$ cat src/rtl/fifo_rd_stream_pkg.sv
// Shared types and defaults for the FIFO read-side stream adapter.
package fifo_stream_pkg;
   localparam int DATA_WIDTH_DEF = 8;
   localparam int CNT_WIDTH_DEF  = 16;
   localparam int SKID_DEPTH     = 2;

   typedef logic [1:0] occ_t;
endpackage

$ cat src/rtl/fifo_rd_stream_if.sv
// FIFO read port plus outgoing valid/ready stream, grouped for the adapter.
interface fifo_rd_stream_if #(
   parameter int DATA_WIDTH = fifo_stream_pkg::DATA_WIDTH_DEF,
   parameter int CNT_WIDTH  = fifo_stream_pkg::CNT_WIDTH_DEF
) ();
   logic                  empty;
   logic [DATA_WIDTH-1:0] rd_data;
   logic                  rd_en;
   logic                  m_valid;
   logic [DATA_WIDTH-1:0] m_data;
   logic                  m_ready;
   logic                  flush;
   logic [CNT_WIDTH-1:0]  beat_cnt;

   modport master (
      input  empty, rd_data, m_ready, flush,
      output rd_en, m_valid, m_data, beat_cnt
   );

   modport slave (
      output empty, rd_data, m_ready, flush,
      input  rd_en, m_valid, m_data, beat_cnt
   );
endinterface

$ cat src/rtl/fifo_rd_stream_skid_buf2.sv
// Two-entry circular register buffer with push/pop/clear; head is always buf[rptr].
module skid_buf2
   import fifo_stream_pkg::*;
#(
   parameter int DATA_WIDTH = DATA_WIDTH_DEF
) (
   input  logic                  clk,
   input  logic                  rst_n,
   input  logic                  clear_i,
   input  logic                  push_i,
   input  logic [DATA_WIDTH-1:0] push_data_i,
   input  logic                  pop_i,
   output occ_t                  occ_o,
   output logic [DATA_WIDTH-1:0] head_o
);
   logic [DATA_WIDTH-1:0] mem_q [SKID_DEPTH];
   logic                  wptr_q, wptr_d;
   logic                  rptr_q, rptr_d;
   occ_t                  occ_q, occ_d;

   always_comb begin
      occ_d  = occ_q;
      wptr_d = wptr_q;
      rptr_d = rptr_q;
      if (clear_i) begin
         occ_d  = '0;
         wptr_d = 1'b0;
         rptr_d = 1'b0;
      end else begin
         if (push_i) wptr_d = ~wptr_q;
         if (pop_i)  rptr_d = ~rptr_q;
         case ({push_i, pop_i})
            2'b10:   occ_d = occ_q + 2'd1;
            2'b01:   occ_d = occ_q - 2'd1;
            default: occ_d = occ_q;
         endcase
      end
   end

   always_ff @(posedge clk) begin
      if (!rst_n) begin
         mem_q  <= '{default: '0};
         wptr_q <= 1'b0;
         rptr_q <= 1'b0;
         occ_q  <= '0;
      end else begin
         occ_q  <= occ_d;
         wptr_q <= wptr_d;
         rptr_q <= rptr_d;
         if (push_i && !clear_i) mem_q[wptr_q] <= push_data_i;
      end
   end

   assign occ_o  = occ_q;
   assign head_o = mem_q[rptr_q];
endmodule

$ cat src/rtl/fifo_rd_stream.sv
// Read-domain consumer of async_fifo: pops words on credit and presents them as a stream.
module fifo_rd_stream
   import fifo_stream_pkg::*;
#(
   parameter int DATA_WIDTH = DATA_WIDTH_DEF,
   parameter int CNT_WIDTH  = CNT_WIDTH_DEF
) (
   input  logic              rd_clk,
   input  logic              rd_rst_n,
   fifo_rd_stream_if.master  bus
);
   occ_t                  occ;
   logic [DATA_WIDTH-1:0] head;
   logic                  inflight_q;
   logic [CNT_WIDTH-1:0]  beat_cnt_q, beat_cnt_d;
   logic                  m_valid, pop, capture, rd_en;
   logic [2:0]            credit_used;

   assign m_valid     = (occ != 2'd0);
   assign pop         = m_valid && bus.m_ready;
   assign capture     = inflight_q && !bus.flush;
   assign credit_used = {1'b0, occ} + {2'b00, inflight_q};

   // A pop this cycle frees a slot, so the request may go out in the same cycle.
   assign rd_en = rd_rst_n && !bus.flush && !bus.empty &&
                  (credit_used < (3'd2 + {2'b00, pop}));

   assign beat_cnt_d = pop ? beat_cnt_q + CNT_WIDTH'(1) : beat_cnt_q;

   skid_buf2 #(.DATA_WIDTH(DATA_WIDTH)) u_skid (
      .clk         (rd_clk),
      .rst_n       (rd_rst_n),
      .clear_i     (bus.flush),
      .push_i      (capture),
      .push_data_i (bus.rd_data),
      .pop_i       (pop),
      .occ_o       (occ),
      .head_o      (head)
   );

   always_ff @(posedge rd_clk) begin
      if (!rd_rst_n) begin
         inflight_q <= 1'b0;
         beat_cnt_q <= '0;
      end else begin
         inflight_q <= rd_en;
         beat_cnt_q <= beat_cnt_d;
      end
   end

   assign bus.rd_en    = rd_en;
   assign bus.m_valid  = m_valid;
   assign bus.m_data   = head;
   assign bus.beat_cnt = beat_cnt_q;
endmodule

$ cat src/flat_wrapper.sv
// flat-port wrapper written by rule: the top's interface ports become plain ports
module fifo_rd_stream_flat import fifo_stream_pkg::*;
#(
   parameter int DATA_WIDTH = DATA_WIDTH_DEF,
   parameter int CNT_WIDTH  = CNT_WIDTH_DEF
)
  (rd_clk, rd_rst_n, bus_empty, bus_rd_data, bus_m_ready, bus_flush, bus_rd_en, bus_m_valid, bus_m_data, bus_beat_cnt);
  fifo_rd_stream_if #(.DATA_WIDTH(DATA_WIDTH), .CNT_WIDTH(CNT_WIDTH)) bus_i ();
  input  logic rd_clk;
  input  logic rd_rst_n;
  input wire logic [$bits(bus_i.empty)-1:0] bus_empty;
  input wire logic [$bits(bus_i.rd_data)-1:0] bus_rd_data;
  input wire logic [$bits(bus_i.m_ready)-1:0] bus_m_ready;
  input wire logic [$bits(bus_i.flush)-1:0] bus_flush;
  output wire logic [$bits(bus_i.rd_en)-1:0] bus_rd_en;
  output wire logic [$bits(bus_i.m_valid)-1:0] bus_m_valid;
  output wire logic [$bits(bus_i.m_data)-1:0] bus_m_data;
  output wire logic [$bits(bus_i.beat_cnt)-1:0] bus_beat_cnt;
  assign bus_i.empty = bus_empty;
  assign bus_i.rd_data = bus_rd_data;
  assign bus_i.m_ready = bus_m_ready;
  assign bus_i.flush = bus_flush;
  assign bus_rd_en = bus_i.rd_en;
  assign bus_m_valid = bus_i.m_valid;
  assign bus_m_data = bus_i.m_data;
  assign bus_beat_cnt = bus_i.beat_cnt;
  fifo_rd_stream #(.DATA_WIDTH(DATA_WIDTH), .CNT_WIDTH(CNT_WIDTH)) u_core (.rd_clk(rd_clk), .rd_rst_n(rd_rst_n), .bus(bus_i));
endmodule
$ cat config.mk
export PLATFORM = sky130hd
export DESIGN_NAME = fifo_rd_stream_flat
export DESIGN_NICKNAME = d
export VERILOG_FILES = /design/src/rtl/fifo_rd_stream_pkg.sv /design/src/rtl/fifo_rd_stream_if.sv /design/src/rtl/fifo_rd_stream_skid_buf2.sv /design/src/rtl/fifo_rd_stream.sv /design/src/flat_wrapper.sv
export SDC_FILE = /design/constraint.sdc
export NUM_CORES = 1
export LEC_CHECK = 0
export CAP_MARGIN = 20
export CELL_PAD_IN_SITES_DETAIL_PLACEMENT = 0
export CELL_PAD_IN_SITES_GLOBAL_PLACEMENT = 2
export CORE_MARGIN = 8
export CORE_UTILIZATION = 34
export CTS_BUF_LIST = sky130_fd_sc_hd__clkbuf_4 sky130_fd_sc_hd__clkbuf_8 sky130_fd_sc_hd__clkbuf_16
export DETAILED_ROUTE_END_ITERATION = 7
export DONT_BUFFER_PORTS = 1
export GPL_TIMING_DRIVEN = 0
export PLACE_DENSITY = 0.8
export SLEW_MARGIN = 20
export SYNTH_ARGS = -nofsm -noshare
export SYNTH_HDL_FRONTEND = slang
export SYNTH_SLANG_ARGS = --single-unit
$ cat constraint.sdc
create_clock -name rd_clk -period 1.65 [get_ports rd_clk]
set_clock_uncertainty 0.1 [all_clocks]
set_input_delay 0.165 -clock rd_clk [delete_from_list [all_inputs] [get_ports rd_clk]]
set_output_delay 0.165 -clock rd_clk [all_outputs]
set_load 0.02 [all_outputs]
==> reports/metrics.yaml <==
outcome:
  status: "complete, but fails checks"
  violations: "setup timing"
floorplanning:
  core.rowCount: 25
  die_y_um: 86.1
  dieWidth_um: 86.1
  start_util_pct: 35.4
  pin_count: 39
  core_um2: 4720
  dieArea_um2: 7410
final_layout:
  stdcell_count: 258
  final_util_pct: 44.7
  nFillCells: 463
  nNetsFinal: 207
  n_antenna_cell: 0
  fin_area_um2: 2110
  synthToLayoutAreaGrowth_pct: 26.3
  drive_gt1_share_pct: 26.2
worst_setup_path:
  critPathMostFrequentCell: "ha_4"
  crit_start: "u_core.u_skid.occ_o[0]"
  ff2ff_path_depth: 6
  critPathMaxStageDelay_ns: 0.37
  ff2ff_setup_slack_ns: -0.04
  critPathRequiredTime_ns: 1.38
  cp.arrival_ns: 1.43
  r2r_end: "u_core.u_skid.occ_o[1]"
  critPathMaxFanout: 4
  reg2reg_from: "u_core.u_skid.occ_o[0]"
  critPathLaunchType: "flop"
  slowest_stage: "nor4b_4"
  cp_cell_sequence: "ha_4 -> ha_4 -> o21ai_2 -> nor4b_4"
  worstSetupPathType: "reg -> out"
  endpoint_kind: "output pin"
global_route:
  grt_pass1_vias: 1285
  grt_use_total_pct: 10.5
  grt_max_degree: 12
  grt-ovfl-total: 0
  grt_pass1_wl_um: 6210
  antenna_found_initial: 0
drt:
  wirelength_um: 3570
  route.detailed.wl_per_inst_um: 13.8
  drt-pass1-iter-count: 4
  drt_iter0_drc: 38
  drcViolationCount: 0
  num_vias: 1232
  avgViaCountPerCell: 4.78
  postRouteAntennaNets: 0
place:
  dp.cells: 236
  placed_cell_area_um2: 1780
  pre_cts_slack_ns: -0.162
  port_buffers: 0
  dp_hpwl_um: 2660
  globalplace.congestion: 0.686
yosys:
  avgSynthCellArea_um2: 9.88
  yosysTopAreaCell: "dfxtp_1"
  netlist.area_leader.share_pct: 44.3
  synth_fp_nets: 186
  yosysWarnings: 0
  synth_most_common_cell: "dfxtp_1"
  ys_async_sr_fraction_pct: 0
  ys_seq_area_share_pct: 44.3
  synth.distinct_cells: 30
  synth-edff-count: 0
  synthCells: 169
  synth_commonest_cells: "dfxtp_1, nor2_1, mux2i_1, xnor2_1, nand2_1"
  synth_area_leaders: "dfxtp_1, mux2i_1, nor2_1"
  synthesis.area_um2: 1670
  synth_ff_type: "dfxtp_1"
  ys_ff_latch: 37
sta:
  maxSlewViolCount: 0
  max-slew-margin-rel_pct: 68.2
  rsz0062_at_grt: "yes"
  hold_viol: 0
  finalCritPeriodShare_pct: 103
  max_freq_mhz: 589
  setup_viol: 2
  post-route-worst-setup-slack_ns: -0.0484
  worst_slew_pin_slew_ns: 0.477
  whs_ns: 0.0627
  period_needed_ns: 1.70
clock_network:
  cts_tree: "built"
  htree_levels: 2
  clock_latency_ns: 0.28
  clk_pin_slew_ns: 0.07
  cts_root_buffer: "clkbuf_8"
  clockBufferDepth: 2
  cts.sinks: 37
  cts_made_buffers: 5
hold_path:
  hold_path.class: "in -> reg"
  min_path_cells: 4
  hold_start: "bus_m_ready"
  hold_end: "u_core.bus.beat_cnt[1]"
power:
  p_leak_nw: 0.844
  vdd_ir_drop_max_mv: 0.375
  power_density_nw_per_um2: 795
job:
  cap_violations: 0
## stage by stage
stage	setup TNS (ns)	total power, mW
final	-0.0884	1.68
after global routing	-0.191	1.75
after detailed placement	-0.430	0.985
after global placement	-0.314	0.983
after floorplan	0	0.973
after CTS	-0.161	1.71
## cells in the final DEF (no fill, tap or decap), types with 7 or more instances in the layout
cell and n:
dfxtp_1 25, mux2_2 8, clkbuf_8 7, dfxtp_2 8, xnor2_1 12, dlygate4sd3_1 10
mux2i_1 19, nand2_1 8, nor2_1 30
## where the power goes
part	switching [mW]	internal (mW)	leakage, nW
logic	0.0465	0.0416	0.484
registers	0.00592	0.894	0.306
clock network	0.311	0.377	0.0542
## state kept, by name (all words and copies together) (netlist names)
name,flops
u_core.u_skid.occ_o,2
u_core.bus.beat_cnt,16
u_core.u_skid.rptr_q,1
u_core.inflight_q,1
u_core.u_skid.mem_q,16
u_core.u_skid.wptr_q,1
## how the worst max path moves through the flow
stage	end	slack (ns)	depth (start not counted)
finish	bus_rd_en	-0.05	4
global route	u_core.u_skid.occ_o[1]	-0.1	6
CTS	bus_rd_en	-0.16	4
detailed placement	u_core.u_skid.occ_o[1]	-0.16	5
global placement	u_core.u_skid.occ_o[1]	-0.12	5
floorplan	u_core.u_skid.occ_o[1]	0.03	5
## layout make-up
class | count | area (um^2) | area share (%)
timing repair buffer | 15 | 138 | 6.52
inverter | 4 | 17.5 | 0.830
buffer | 4 | 16.3 | 0.771
clock buffer | 7 | 96.3 | 4.57
multi-input combinational | 123 | 987 | 46.8
tap | 67 | 83.8 | 3.97
clock inverter | 1 | 5.00 | 0.237
sequential | 37 | 766 | 36.3
## metal layers
metal	share of wire [%]	vias to the layer above	track usage [%]	routed length, um
met2	47	33	16.4	1690
met3	9.0	5	5.54	322
met4	0.81	0	3.34	29
met5	0	-	0	0
li1	-	620	-	-
met1	43	574	12.0	1530
## timing repair
| item | CTS | global route |
|---|---|---|
| hold buffers | 10 | 0 |
| buffers inserted | 2 | 3 |
| resized for setup | 13 | 12 |
| hold endpoints to repair | 20 | 0 |
| pin swaps | 1 | 1 |
| setup endpoints to repair | 15 | 23 |
## worst max-delay path: cells and delay by family, from the launching register on
| family | cells | cell delay (ns) |
|---|---|---|
| adder cells (fa/ha/maj) | 2 | 0.36 |
| AO/OA/AOI/OAI | 1 | 0.06 |
| flip-flops | 1 | 0.36 |
| AND/OR/NAND/NOR | 1 | 0.37 |
## kinds of logic after synthesis
kind of cell	Yosys count	synth area share, %
simple gates	69	22.7
compound gates	8	3.22
buf+inv	9	2.10
fa+ha+maj	4	3.00
xor+xnor	15	7.87
mux	27	16.8
flops	37	44.3
Power figures use the tool's default switching activity.
